[src/rtl/data_ram_bridge_if.sv]
// rtl/data_ram_bridge_if.sv - core request/response and data RAM signal bundle for data_ram_bridge
interface data_ram_bridge_if #(
    parameter int ADDR_WIDTH = 16
);
    // Core side: request, grant and response
    logic                  data_req_i;
    logic                  data_gnt_o;
    logic [31:0]           data_addr_i;
    logic                  data_we_i;
    logic [1:0]            data_size_i;
    logic                  data_sign_i;
    logic [31:0]           data_wdata_i;
    logic                  data_rvalid_o;
    logic [31:0]           data_rdata_o;
    logic                  data_err_o;

    // RAM side: single-port, registered read
    logic                  ram_en_o;
    logic                  ram_we_o;
    logic [ADDR_WIDTH-1:0] ram_addr_o;
    logic [3:0]            ram_be_o;
    logic [31:0]           ram_wdata_o;
    logic [31:0]           ram_rdata_i;

    // Environment view: the core and the RAM around the bridge
    modport master (
        output data_req_i,
        output data_addr_i,
        output data_we_i,
        output data_size_i,
        output data_sign_i,
        output data_wdata_i,
        input  data_gnt_o,
        input  data_rvalid_o,
        input  data_rdata_o,
        input  data_err_o,
        input  ram_en_o,
        input  ram_we_o,
        input  ram_addr_o,
        input  ram_be_o,
        input  ram_wdata_o,
        output ram_rdata_i
    );

    // Bridge view
    modport slave (
        input  data_req_i,
        input  data_addr_i,
        input  data_we_i,
        input  data_size_i,
        input  data_sign_i,
        input  data_wdata_i,
        output data_gnt_o,
        output data_rvalid_o,
        output data_rdata_o,
        output data_err_o,
        output ram_en_o,
        output ram_we_o,
        output ram_addr_o,
        output ram_be_o,
        output ram_wdata_o,
        input  ram_rdata_i
    );
endinterface

[src/rtl/data_ram_bridge.sv]
// rtl/data_ram_bridge.sv - LSU front end for the single-port data RAM (optional DATA_RAM_BRIDGE_RANGE_CHECK_EN)
module data_ram_bridge #(
    parameter int ADDR_WIDTH = 16
) (
    input  logic              clk_i,
    input  logic              rst_i,
    data_ram_bridge_if.slave  bus
);
    localparam logic [0:0] ST_IDLE   = 1'b0;
    localparam logic [0:0] ST_SECOND = 1'b1;

    logic [0:0]            state_q;

    // Request decode (valid on the grant cycle only)
    logic [1:0]            req_off;
    logic                  req_is_half;
    logic                  req_is_word;
    logic [3:0]            req_mask;
    logic [7:0]            req_be_wide;
    logic [63:0]           req_wdata_wide;
    logic                  req_misaligned;
    logic                  req_range_err;
    logic [ADDR_WIDTH-3:0] req_word_idx;
    logic [ADDR_WIDTH-3:0] req_next_word_idx;

    logic                  grant;
    logic                  first_en;
    logic                  second_en;

    // State carried from the grant cycle to the second RAM cycle / response cycle
    logic [1:0]            off_q;
    logic [1:0]            size_q;
    logic                  sign_q;
    logic                  we_q;
    logic                  mis_q;
    logic [3:0]            be_hi_q;
    logic [31:0]           wdata_hi_q;
    logic [ADDR_WIDTH-3:0] word_hi_q;
    logic [31:0]           lo_data_q;

    logic                  rsp_valid_q;
    logic                  rsp_err_q;

    // Response datapath
    logic [63:0]           rsp_merged;
    logic [31:0]           rsp_word;
    logic [31:0]           rsp_ext;

    // Decode size/offset into lane mask, lane-shifted data and misalignment
    always_comb begin
        req_off           = bus.data_addr_i[1:0];
        req_is_word       = bus.data_size_i[1];
        req_is_half       = (bus.data_size_i == 2'b01);
        req_mask          = req_is_word ? 4'b1111 : (req_is_half ? 4'b0011 : 4'b0001);
        req_be_wide       = {4'b0000, req_mask} << req_off;
        req_wdata_wide    = {32'h0, bus.data_wdata_i} << {req_off, 3'b000};
        req_misaligned    = (req_is_half && (req_off == 2'd3)) ||
                            (req_is_word && (req_off != 2'd0));
        req_word_idx      = bus.data_addr_i[ADDR_WIDTH-1:2];
        req_next_word_idx = req_word_idx + 1'b1;
    end

`ifdef DATA_RAM_BRIDGE_RANGE_CHECK_EN
    // Out-of-range: address bits above the RAM, or a split access running off the top
    always_comb begin
        req_range_err = ((bus.data_addr_i >> ADDR_WIDTH) != 32'h0) ||
                        (req_misaligned && (&req_word_idx));
    end
`else
    // Upper address bits alias onto the RAM and split accesses wrap to word 0
    logic unused_addr_hi;
    assign unused_addr_hi = ^bus.data_addr_i[31:ADDR_WIDTH];
    always_comb begin
        req_range_err = 1'b0;
    end
`endif

    // Grant only when idle; reset masks both grant and any RAM cycle
    always_comb begin
        grant     = bus.data_req_i && (state_q == ST_IDLE) && !rst_i;
        first_en  = grant && !req_range_err;
        second_en = (state_q == ST_SECOND) && !rst_i;
        bus.data_gnt_o = grant;
    end

    // Drive the RAM port: first word on grant, upper word in SECOND, all-zero otherwise
    always_comb begin
        bus.ram_en_o    = 1'b0;
        bus.ram_we_o    = 1'b0;
        bus.ram_addr_o  = '0;
        bus.ram_be_o    = 4'b0000;
        bus.ram_wdata_o = 32'h0;
        if (second_en) begin
            bus.ram_en_o    = 1'b1;
            bus.ram_we_o    = we_q;
            bus.ram_addr_o  = {word_hi_q, 2'b00};
            bus.ram_be_o    = be_hi_q;
            bus.ram_wdata_o = wdata_hi_q;
        end else if (first_en) begin
            bus.ram_en_o    = 1'b1;
            bus.ram_we_o    = bus.data_we_i;
            bus.ram_addr_o  = {req_word_idx, 2'b00};
            bus.ram_be_o    = req_be_wide[3:0];
            bus.ram_wdata_o = req_wdata_wide[31:0];
        end
    end

    // Control FSM and response pulse; reset in SECOND abandons the second half silently
    always_ff @(posedge clk_i) begin
        if (rst_i) begin
            state_q     <= ST_IDLE;
            rsp_valid_q <= 1'b0;
            rsp_err_q   <= 1'b0;
        end else begin
            rsp_valid_q <= 1'b0;
            rsp_err_q   <= 1'b0;
            case (state_q)
                ST_IDLE: begin
                    if (grant) begin
                        if (req_range_err) begin
                            rsp_valid_q <= 1'b1;
                            rsp_err_q   <= 1'b1;
                        end else if (req_misaligned) begin
                            state_q <= ST_SECOND;
                        end else begin
                            rsp_valid_q <= 1'b1;
                        end
                    end
                end
                default: begin
                    state_q     <= ST_IDLE;
                    rsp_valid_q <= 1'b1;
                end
            endcase
        end
    end

    // Capture transaction attributes on grant and the low read word during SECOND
    always_ff @(posedge clk_i) begin
        if (grant) begin
            off_q      <= req_off;
            size_q     <= bus.data_size_i;
            sign_q     <= bus.data_sign_i;
            we_q       <= bus.data_we_i;
            mis_q      <= req_misaligned && !req_range_err;
            be_hi_q    <= req_be_wide[7:4];
            wdata_hi_q <= req_wdata_wide[63:32];
            word_hi_q  <= req_next_word_idx;
        end
        if (second_en) begin
            lo_data_q <= bus.ram_rdata_i;
        end
    end

    // Merge the two words, shift the addressed byte to lane 0 and extend to 32 bits
    always_comb begin
        rsp_merged = mis_q ? {bus.ram_rdata_i, lo_data_q} : {32'h0, bus.ram_rdata_i};
        rsp_word   = 32'(rsp_merged >> {off_q, 3'b000});
        case (size_q)
            2'b00:   rsp_ext = sign_q ? {{24{rsp_word[7]}},  rsp_word[7:0]}
                                      : {24'h0, rsp_word[7:0]};
            2'b01:   rsp_ext = sign_q ? {{16{rsp_word[15]}}, rsp_word[15:0]}
                                      : {16'h0, rsp_word[15:0]};
            default: rsp_ext = rsp_word;
        endcase
    end

    // Response outputs: data only for successful loads, zero otherwise
    always_comb begin
        bus.data_rvalid_o = rsp_valid_q;
        bus.data_err_o    = rsp_err_q;
        bus.data_rdata_o  = (rsp_valid_q && !we_q && !rsp_err_q) ? rsp_ext : 32'h0;
    end
endmodule

[src/flat_wrapper.sv]
// flat-port wrapper written by rule: the top's interface ports become plain ports
module data_ram_bridge_flat 
#(
    parameter int ADDR_WIDTH = 16
)
  (clk_i, rst_i, bus_data_req_i, bus_data_addr_i, bus_data_we_i, bus_data_size_i, bus_data_sign_i, bus_data_wdata_i, bus_data_gnt_o, bus_data_rvalid_o, bus_data_rdata_o, bus_data_err_o, bus_ram_en_o, bus_ram_we_o, bus_ram_addr_o, bus_ram_be_o, bus_ram_wdata_o, bus_ram_rdata_i);
  data_ram_bridge_if #(.ADDR_WIDTH(ADDR_WIDTH)) bus_i ();
  input  logic clk_i;
  input  logic rst_i;
  input wire logic [$bits(bus_i.data_req_i)-1:0] bus_data_req_i;
  input wire logic [$bits(bus_i.data_addr_i)-1:0] bus_data_addr_i;
  input wire logic [$bits(bus_i.data_we_i)-1:0] bus_data_we_i;
  input wire logic [$bits(bus_i.data_size_i)-1:0] bus_data_size_i;
  input wire logic [$bits(bus_i.data_sign_i)-1:0] bus_data_sign_i;
  input wire logic [$bits(bus_i.data_wdata_i)-1:0] bus_data_wdata_i;
  output wire logic [$bits(bus_i.data_gnt_o)-1:0] bus_data_gnt_o;
  output wire logic [$bits(bus_i.data_rvalid_o)-1:0] bus_data_rvalid_o;
  output wire logic [$bits(bus_i.data_rdata_o)-1:0] bus_data_rdata_o;
  output wire logic [$bits(bus_i.data_err_o)-1:0] bus_data_err_o;
  output wire logic [$bits(bus_i.ram_en_o)-1:0] bus_ram_en_o;
  output wire logic [$bits(bus_i.ram_we_o)-1:0] bus_ram_we_o;
  output wire logic [$bits(bus_i.ram_addr_o)-1:0] bus_ram_addr_o;
  output wire logic [$bits(bus_i.ram_be_o)-1:0] bus_ram_be_o;
  output wire logic [$bits(bus_i.ram_wdata_o)-1:0] bus_ram_wdata_o;
  input wire logic [$bits(bus_i.ram_rdata_i)-1:0] bus_ram_rdata_i;
  assign bus_i.data_req_i = bus_data_req_i;
  assign bus_i.data_addr_i = bus_data_addr_i;
  assign bus_i.data_we_i = bus_data_we_i;
  assign bus_i.data_size_i = bus_data_size_i;
  assign bus_i.data_sign_i = bus_data_sign_i;
  assign bus_i.data_wdata_i = bus_data_wdata_i;
  assign bus_data_gnt_o = bus_i.data_gnt_o;
  assign bus_data_rvalid_o = bus_i.data_rvalid_o;
  assign bus_data_rdata_o = bus_i.data_rdata_o;
  assign bus_data_err_o = bus_i.data_err_o;
  assign bus_ram_en_o = bus_i.ram_en_o;
  assign bus_ram_we_o = bus_i.ram_we_o;
  assign bus_ram_addr_o = bus_i.ram_addr_o;
  assign bus_ram_be_o = bus_i.ram_be_o;
  assign bus_ram_wdata_o = bus_i.ram_wdata_o;
  assign bus_i.ram_rdata_i = bus_ram_rdata_i;
  data_ram_bridge #(.ADDR_WIDTH(ADDR_WIDTH)) u_core (.clk_i(clk_i), .rst_i(rst_i), .bus(bus_i));
endmodule
[config.mk]
export PLATFORM = sky130hd
export DESIGN_NAME = data_ram_bridge_flat
export DESIGN_NICKNAME = d
export VERILOG_FILES = /design/src/rtl/data_ram_bridge_if.sv /design/src/rtl/data_ram_bridge.sv /design/src/flat_wrapper.sv
export SDC_FILE = /design/constraint.sdc
export NUM_CORES = 1
export LEC_CHECK = 0
export CAP_MARGIN = 20
export CORE_UTILIZATION = 40
export CTS_CLUSTER_SIZE = 25
export DETAILED_ROUTE_END_ITERATION = 12
export MAX_ROUTING_LAYER = met4
export PLACE_DENSITY = 0.68
export SKIP_CTS_REPAIR_TIMING = 1
export SLEW_MARGIN = 20
export SYNTH_ARGS = -nofsm -noshare
export SYNTH_HDL_FRONTEND = slang
export SYNTH_SLANG_ARGS = --single-unit
[constraint.sdc]
create_clock -name clk_i -period 5.2 [get_ports clk_i]
set_clock_uncertainty 0.1 [all_clocks]
set_input_delay 0.52 -clock clk_i [delete_from_list [all_inputs] [get_ports clk_i]]
set_output_delay 0.52 -clock clk_i [all_outputs]
set_load 0.05 [all_outputs]
==> flow_summary.ini <==
[global_route]
use_met3_pct = 3.71
grt.busiest_layer = met2
grt_overflow = 0
grt_pass1_wl_mm = 24.4
grt_pass1_vias = 4811
grt_max_degree = 57
grtUsageTotal_pct = 22.1
antenna_found_initial = 1
grtUsageMet2_pct = 35.1
grtUsageMet1_pct = 28.5

[synth]
synth_area_sq_um = 5650
synth_cell_types = 47
synth_area_leader_cell = edfxtp_1
seq_area_frac_synth_pct = 43.2
synth-edff-count = 80
synth_area_leaders = edfxtp_1, mux2i_1, mux4_2
synth-seq-cells = 82
synth.avg_cell_area_sq_um = 11.1
yosys-top-cells-count = edfxtp_1, mux2i_1, a21oi_1
synth_top_area_share_pct = 42.5
ys_warn_count = 0
async_reset_ff_share_pct = 0
yosysMostFrequentCell = edfxtp_1
syn_inst = 507
ys.flop_type = edfxtp_1

[worst_setup_path]
rr_endpoint = u_core.wdata_hi_q[0]
rrSetupSlack_ps = 3530
r2r_cells = 2
cpLargestDelayFamily = compound AO/OA/AOI/OAI gates
r2r_start = u_core.state_q
critPathMaxStageDelay_ps = 870
crit_type = flop to output port
crit_chain = mux2i_1 > a22oi_1 > a32oi_2 > a21oi_1 > clkdlybuf4s50_1
crit_path_start = u_core.off_q[0]
crit_fanout = 16
arrival_ps = 3530
end_kind = output port
critPathBufInv = 1
crit_end = bus_data_rdata_o[23]
required_ps = 4580
critPathLaunchType = flop
slowest_stage = edfxtp_1
cp.depth = 5

[clocking]
h-tree-depth = 3
clockRootBuffer = clkbuf_16
cts_tree = done
numCtsBuffers = 9
clockBufferDepth = 2
clock_latency_ps = 340
cts.sinks = 82
clk_pin_slew_ps = 60

[routing]
routed_wirelength_mm = 15.6
wl_per_cell_um = 18.4
final_antenna_net_count = 0
via_per_inst = 5.68
remaining_drc_errors = 0
drtIter0Drc = 320
vias = 4785
firstDrtPassIters = 5

[timing]
holdWs_ps = 643
layout_min_cycle_time_ps = 4150
fin_crit_sh_pct = 79.9
hold_violations = 0
setup_viol = 0
tightest_slew_ps = 962
tns_ps = 0
rsz0062_at_grt = false
maxSlewHeadroom_pct = 35.9
drv_slew = 0
fmax_mhz = 241

[placement]
dp_hpwl_mm = 11.0
placed_area_sq_um = 7390
gp_congestion = 0.860
dp.cells = 826
io_buffer_count = 172

[final_layout]
synthToLayoutAreaGrowth_pct = 35.4
finalInstanceArea_sq_um = 7660
final_util_pct = 55.4
drive_above_1_share_pct = 12.8
final_nets = 761
layoutNonFillerInstCount = 843

[floorplan]
core_sq_um = 13800
start_util_pct = 40.9
die_h_um = 121
rows = 43
die_area_sq_um = 14600
chipWidth_um = 121
io_pins = 192

[pwr]
vdd_ir_drop_max_mv = 0.123
leakage_nw = 2.87
powerDensity_nw_per_um2 = 236

[job]
maxCapViolCount = 0

[status]
status = complete, no violations

[min_path]
hold_path_class = input pin to flop
layout by cell type, fill, tap and decap left out, types with 5 or more instances in the layout:
cell type	Yosys	routed
a21oi_1	47	47
a22o_1	33	33
a22oi_1	10	10
and2_1	12	12
and3_1	11	11
buf_4	4	26
clkbuf_16	0	9
clkdlybuf4s50_1	0	154
edfxtp_1	80	80
mux2_2	9	9
mux2i_1	65	65
mux4_2	22	22
nand2_1	36	36
nand2b_1	10	10
nand2b_2	6	6
nand3_1	21	21
nor2_1	20	20
o21ai_0	25	25
or2_0	7	7
xnor2_1	7	7
xor2_1	5	5
area by class of cell:
cell class / instances / area (sq um)
Sequential cell: 82 / 2440
Inverter: 5 / 23.8
Tap cell: 180 / 225
Antenna cell: 1 / 2.50
Multi-Input combinational cell: 378 / 2960
Fill cell: 1189 / 6170
Clock inverter: 6 / 33.8
Timing Repair Buffer: 181 / 1740
Clock buffer: 10 / 229
worst min-delay path by stage:
stage,startpoint,to,slack [ps],depth (start not counted)
after floorplan,bus_ram_rdata_i[0],u_core.lo_data_q[0],520,0
after CTS,bus_data_sign_i,u_core.sign_q,640,1
after global routing,bus_data_sign_i,u_core.sign_q,650,1
after detailed placement,u_core.state_q,u_core.we_q,840,2
after global placement,u_core.state_q,u_core.we_q,820,2
final,bus_data_sign_i,u_core.sign_q,640,1
logic make-up (layout without fill, tap and decap cells):
family / Yosys count / count (layout) / share of synthesized area (%)
buffers and inverters: 49 / 202 / 4.85
multiplexers: 96 / 96 / 22.1
AND/OR/NAND/NOR: 141 / 141 / 13.3
adder cells (fa/ha/maj): 1 / 1 / 0.221
XOR/XNOR: 12 / 12 / 1.86
flip-flops: 82 / 82 / 43.2
other: 1 / 4 / 0.0663
AO/OA/AOI/OAI: 125 / 125 / 14.4
metal layers:
| metal | part of all wire (%) | wire (um) |
|---|---|---|
| met3 | 6.5 | 1010 |
| met5 | 0 | 0 |
| met2 | 47 | 7280 |
| met1 | 45 | 6960 |
| met4 | 1.9 | 293 |
sequential cells by signal, indices dropped and copies added, names as in the netlist:
| register | cells |
|---|---|
| u_core.word_hi_q | 14 |
| u_core.bus.data_rvalid_o | 1 |
| u_core.mis_q | 1 |
| u_core.wdata_hi_q | 24 |
| u_core.off_q | 2 |
| u_core.size_q | 2 |
| u_core.lo_data_q | 32 |
| u_core.sign_q | 1 |
| u_core.we_q | 1 |
| u_core.state_q | 1 |
| u_core.be_hi_q | 3 |
per-stage QoR:
stage / power, mW / setup WS (ps)
floorplan: 1.07 / 1130
global placement: 1.24 / 1080
detailed placement: 1.24 / 1020
CTS: 1.82 / 1030
global route: 1.87 / 888
finish: 1.81 / 1050
power breakdown:
part           internal, mW  switching, mW
Sequential            0.757         0.0171
Clock                 0.319          0.255
Combinational         0.197          0.262
Total                  1.27          0.534
Power figures use the tool's default switching activity.
==> RTL edit 1: new RTL, same settings <==
`ADDR_WIDTH` is set to 16 in 3 places; all go to 14.
--- a/src/rtl/data_ram_bridge_if.sv
+++ b/src/rtl/data_ram_bridge_if.sv
@@ -2,3 +2,3 @@
 interface data_ram_bridge_if #(
-    parameter int ADDR_WIDTH = 16
+    parameter int ADDR_WIDTH = 14
 );
--- a/src/rtl/data_ram_bridge.sv
+++ b/src/rtl/data_ram_bridge.sv
@@ -2,3 +2,3 @@
 module data_ram_bridge #(
-    parameter int ADDR_WIDTH = 16
+    parameter int ADDR_WIDTH = 14
 ) (
--- a/src/flat_wrapper.sv
+++ b/src/flat_wrapper.sv
@@ -3,3 +3,3 @@
 #(
-    parameter int ADDR_WIDTH = 16
+    parameter int ADDR_WIDTH = 14
 )
Ports: changed (resized bus_ram_addr_o); port bits go from 192 to 190. No check against the original RTL was run, so the function may have changed too.
==> RTL edit 1 against the unedited design <==
- non-clock buffer count is 3 lower
- wire length decreased by 1.1%
- sequential power is 3% lower
- synthesized area is 2.4% lower
- worst setup slack improved by 0.031 ns
- highest routed layer unchanged
- cell area fell by 0.98%
- sequential cell count fell by 2
- total power rose by 4.7%
==> RTL edit 1: results (changes against the unedited design) <==
The sequential share of the synthesized area is 43.2% (about the same). The count of distinct cell types in the synthesized netlist is 46 (was 47). The maximum buffer depth of the clock tree came out at 2 (unchanged). The leakage power came to 2.81 nW (was 2.87 nW). The final estimated routing congestion in global placement came to 0.884 (was 0.860). The arrival time of the worst setup path came out at 3.50 ns (was 3.53 ns). The number of diodes is 0 (was 1). The net switching power figure is 0.514 mW (was 0.534 mW). The total placed cells including tap cells came out at 807 (was 826). The number of antenna violations at the first check in global routing is 0 (was 1). The post-detailed-route via-to-cell ratio is 5.65 (was 5.68). The net count of the finished layout came out at 746 (was 761). The root cell of the clock tree is clkbuf_16 (unchanged). The post-route non-filler standard cell count is 823 (was 843). The fraction of final layout cells sized beyond drive strength 1 came to 10.8% (was 12.8%).

The post-synthesis area per instance is 11.2 sq um (was 11.1 sq um). The total number of yosys warnings came to 0 (unchanged). The class of the most critical hold timing path is in -> reg (unchanged). The share of synthesized flip-flops with an asynchronous set or reset is 0% (unchanged).

The deepest level of the CTS H-tree came out at 3 (unchanged). The wire length reported by the detailed router is 15400 um (was 15600 um). The wire length of the first global-routing pass is 24800 um (was 24400 um). The max-slew headroom at the worst pin came out at 34.8% (was 35.9%).

The worst-path maximum fanout is 21 (was 16). Top cells by area, synth: edfxtp_1 42%, mux2i_1 12%, mux4_2 9.0% (was edfxtp_1 42%, mux2i_1 12%, mux4_2 8.8%). Biggest registers after layout: u_core.lo_data_q (32), u_core.wdata_hi_q (24), u_core.word_hi_q (12) (was u_core.lo_data_q (32), u_core.wdata_hi_q (24), u_core.word_hi_q (14)). The quantity of I/O buffers inserted on ports came out at 168 (was 172). The overall global routing resource usage is 22.7% (was 22.1%). Commonest cells in the netlist: 78 x edfxtp_1, 64 x mux2i_1, 48 x a21oi_1, 38 x nand2_1, 30 x a22o_1 (was 80 x edfxtp_1, 65 x mux2i_1, 47 x a21oi_1, 36 x nand2_1, 33 x a22o_1). The clock transition at the registers of the reported paths came out at 0.06 ns (about the same). The detailed-placement wirelength estimate is 10600 um (was 11000 um). The number of global-route vias before repair is 4760 (was 4811). The count of routing violations after the opening detailed-route iteration came out at 344 (was 320). The layout filler cell count came out at 1193 (was 1189). The number of buffers created by CTS was 9 (unchanged). Run status: complete, no violations (unchanged). The pin count of the biggest net entering global routing is 44 (was 57). The number of detailed-routing iterations run before antenna repair was 4 (was 5). The worst IR drop on VDD is 0.000143 V (was 0.000123 V). The number of synthesized flops with an enable pin is 78 (was 80). The clock latency on the worst-skew pair is 0.33 ns.
## RTL edit 1: changes by cell type in the layout (fill, tap and decap cells not counted), sizes merged, moves of 2 or more
cell / before / now
a21o: 4 / 1
o21ai: 25 / 27
nand2: 36 / 38
nor2: 21 / 17
xor2: 5 / 2
buf: 27 / 11
a22o: 33 / 30
clkdlybuf4s50: 154 / 167
bufinv: 0 / 2
clkbuf: 10 / 13
clkinv: 6 / 2
edfxtp: 80 / 78
## RTL edit 1: per-layer routing
metal	track usage [%]	wire, um	vias up
met5	-	0	-
li1	-	-	2187
met1	30.9	6910	2271
met4	7.97	84	0
met2	34.4	7420	185
met3	3.78	962	6
## RTL edit 1: final timing paths
kind	from	end	slack, ns	cells after the start
hold / removal	bus_data_sign_i	u_core.sign_q	0.64	1
hold reg to reg	u_core.state_q	u_core.word_hi_q[1]	0.85	2
setup / recovery	u_core.off_q[0]	bus_data_rdata_o[8]	1.08	6
setup reg to reg	u_core.state_q	u_core.lo_data_q[15]	2.96	2
## RTL edit 1: through the flow
step / hold slack (ns) / area (sq um) / util, % / worst slack (ns) / total power, mW
6_report: 0.641 / 7580 / 56.8 / 1.08 / 1.89
5_1_grt: 0.637 / 7580 / 56.8 / 0.889 / 1.97
4_1_cts: 0.624 / 7580 / 56.8 / 1.06 / 1.92
3_5_place_dp: 0.844 / 7260 / 54.4 / 1.27 / 1.21
3_3_place_gp: 0.830 / 7260 / 54.4 / 1.22 / 1.21
2_1_floorplan: 0.519 / 5520 / - / 1.27 / 1.04
## RTL edit 1: worst max-delay path: stages (launching register included)
cell and delay (ns):
edfxtp_1 0.85, buf_4 0.43, mux2i_1 0.14, mux4_2 0.45, or2_0 0.20, a21oi_1 0.23
clkdlybuf4s50_1 0.86
## RTL edit 1: layout make-up
cell class | count | share of cell area [%]
Tap cell | 176 | 2.90
Multi-Input combinational cell | 368 | 38.0
Sequential cell | 80 | 31.4
Clock inverter | 3 | 0.858
Timing Repair Buffer | 178 | 23.1
Inverter | 5 | 0.314
Clock buffer | 13 | 3.43
## RTL edit 1: power groups by stage
stage / clock (mW) / sequential, mW / combinational, mW
after CTS: 0.714 / 0.754 / 0.448
final: 0.691 / 0.754 / 0.447
after global placement: 0 / 0.766 / 0.440
after floorplan: 0 / 0.761 / 0.279
after global routing: 0.739 / 0.756 / 0.474
after detailed placement: 0 / 0.767 / 0.446
## RTL edit 1: logic make-up after synthesis
family,synth area share [%]
flip-flops,43.2
buffers and inverters,5.01
other,0.0680
adder cells (fa/ha/maj),0.227
AO/OA/AOI/OAI,14.2
XOR/XNOR,1.59
AND/OR/NAND/NOR,13.3
multiplexers,22.4
==> RTL edit 2: new RTL, same flow settings <==
Made on the original files. Make the reset (`rst_i`) asynchronous in one clocked block.
--- a/src/rtl/data_ram_bridge.sv
+++ b/src/rtl/data_ram_bridge.sv
@@ -108,3 +108,3 @@
     // Control FSM and response pulse; reset in SECOND abandons the second half silently
-    always_ff @(posedge clk_i) begin
+    always_ff @(posedge clk_i or posedge rst_i) begin
         if (rst_i) begin
Check against the original RTL: differs if rst_i is asserted again (counterexample within 4 cycles, from zero or initial values and one cycle with rst_i high); with rst_i held inactive, the same outputs for 10 cycles.
==> RTL edit 2 against the unedited design <==
- register-to-register slack got worse by 0.06 ns
- worst setup slack worse by 0.17 ns
- cell area grew 0.83%
- sequential cell count stayed put
- clock power rose by 2%
- wire length is 0.18% higher
- total power is 1.4% higher
- synthesized area hardly changed
- non-clock buffer count increased by 3
- core utilization is 0.46 points higher
- via count up 0.50%
- combinational power grew 3%
- critical path depth unchanged
- critical endpoint is now bus_data_rdata_o[15]
- highest routed layer unchanged
==> RTL edit 2: results (changes against the unedited design) <==
Run status: complete, no violations (unchanged). The worst IR drop on VDD came out at 0.000130 V (was 0.000123 V). The quantity of I/O buffers inserted on ports came out at 172 (unchanged). The synthesized instance count is 507 (unchanged). The first element of the critical path is u_core.off_q[0] (unchanged). The wire length of the first global-routing pass is 24700 um (was 24400 um). The maximum buffer depth of the clock tree came out at 2 (unchanged). The remaining number of nets flagged by the antenna check after routing came to 0 (unchanged). The clock latency on the worst-skew pair is 0.34 ns (about the same).

The final estimated routing congestion in global placement was 0.849 (was 0.860). The launching point of the worst reg2reg path is u_core.state_q (unchanged). The wire length reported by the detailed router came to 15600 um (about the same). Commonest cells in the netlist: 80 x edfxtp_1, 65 x mux2i_1, 48 x a21oi_1, 38 x nand2_1, 33 x a22o_1 (was 80 x edfxtp_1, 65 x mux2i_1, 47 x a21oi_1, 36 x nand2_1, 33 x a22o_1). The post-route non-filler standard cell count came out at 846 (was 843). The count of distinct cell types in the synthesized netlist is 46 (was 47). The pin count of the biggest net entering global routing was 50 (was 57). The number of buffers created by CTS is 9 (unchanged). The sequential share of the synthesized area came to 43.4% (was 43.2%). The share of synthesized flip-flops with an asynchronous set or reset is 2.44% (was 0%). The worst-path maximum fanout is 23 (was 16). The clock transition at the registers of the reported paths came out at 0.06 ns (about the same). The slowest cell on the critical path was edfxtp_1 (unchanged). The total number of yosys warnings came out at 0 (unchanged). The total placed cells including tap cells is 830 (was 826). The pin slew with the least headroom to its limit is 1.01 ns (was 0.962 ns). Biggest registers after layout: u_core.lo_data_q (32), u_core.wdata_hi_q (24), u_core.word_hi_q (14) (unchanged).

The net count of the finished layout is 765 (was 761). The number of flip-flops in the largest register came out at 32 (unchanged). The fraction of final layout cells sized beyond drive strength 1 is 11.1% (was 12.8%).

The number of synthesized flops with an enable pin came to 80 (unchanged). The count of routing violations after the opening detailed-route iteration is 278 (was 320). The delay of the slowest cell on the worst path was 1.02 ns (was 0.87 ns). The deepest level of the CTS H-tree came out at 3 (unchanged). The leakage power is 2.85 nW (was 2.87 nW).

The number of detailed-routing iterations run before antenna repair came out at 5 (unchanged). The post-detailed-route via-to-cell ratio came to 5.68 (about the same). The overall global routing resource usage was 22.3% (was 22.1%). Top cells by area, synth: edfxtp_1 43%, mux2i_1 12%, mux4_2 8.8% (was edfxtp_1 42%, mux2i_1 12%, mux4_2 8.8%). The switching fraction of total power was 29.3% (was 29.6%). The detailed-placement wirelength estimate came to 10800 um (was 11000 um). The class of the most critical hold timing path was in -> async (was in -> reg). The number of global-route vias before repair came out at 4829 (was 4811). The root cell of the clock tree is clkbuf_16 (unchanged). The number of diodes is 0 (was 1). The arrival time of the worst setup path is 3.70 ns (was 3.53 ns).

The number of antenna violations at the first check in global routing came out at 0 (was 1).
==> RTL edit 2: kinds of logic (layout without fill, tap and decap cells) <==
logic type | Yosys count | in the layout | synth area share (%)
XOR/XNOR | 12 | 12 | 1.86
other | 1 | 3 | 0.0664
flip-flops | 82 | 82 | 43.4
AO/OA/AOI/OAI | 124 | 124 | 14.3
AND/OR/NAND/NOR | 140 | 140 | 13.1
buffers and inverters | 51 | 208 | 5.01
multiplexers | 96 | 96 | 22.1
adder cells (fa/ha/maj) | 1 | 1 | 0.221
==> RTL edit 2: area by class of cell <==
class	instances	area [sq um]
Clock inverter	3	17.5
Inverter	8	35.0
Sequential cell	82	2450
Timing Repair Buffer	184	1800
Multi-Input combinational cell	376	2940
Clock buffer	13	250
Tap cell	180	225
Fill cell	1194	6110
==> RTL edit 2: path summary, 6_finish.rpt <==
check	endpoint	slack, ns	depth (start not counted)
max	bus_data_rdata_o[15]	0.88	5
min	u_core.bus.data_rvalid_o	0.42	2
max reg2reg	u_core.wdata_hi_q[1]	3.47	2
min reg2reg	u_core.bus.data_rvalid_o	0.50	1
max in group asynchronous	u_core.state_q	4.45	2
min in group clk_i	u_core.bus.data_rvalid_o	0.50	1
==> RTL edit 2: worst max-delay path, delay by kind of cell (launching register included) <==
kind	cells	cell delay, ns
AO/OA/AOI/OAI	2	0.76
buffers and inverters	1	0.86
AND/OR/NAND/NOR	1	0.49
multiplexers	1	0.24
flip-flops	1	1.02
==> RTL edit 2: metal layers <==
metal | vias up | wire (um) | track usage (%) | share of wire, %
met5 | - | 0 | - | 0
met4 | 0 | 190 | 6.94 | 1.2
met3 | 16 | 1120 | 4.10 | 7.2
met2 | 228 | 7290 | 34.6 | 47
met1 | 2330 | 6980 | 29.7 | 45
li1 | 2235 | - | - | -
==> RTL edit 2: stage by stage <==
stage          cell area [sq um]  setup slack [ns]  power (mW)  util, %
6_report                    7720             0.877        1.83     55.8
5_1_grt                     7720             0.703        1.90     55.8
4_1_cts                     7720             0.901        1.85     55.8
3_5_place_dp                7450              1.29        1.26     53.9
3_3_place_gp                7450              1.33        1.25     53.9
2_1_floorplan               5660              1.12        1.08        -
==> RTL edit 2: power by group through the flow <==
stage               Combinational, mW  Sequential [mW]  Clock, mW
CTS                             0.473            0.774      0.601
detailed placement              0.471            0.788          0
global placement                0.467            0.786          0
global route                    0.502            0.776      0.626
finish                          0.473            0.774      0.586
floorplan                       0.296            0.781          0
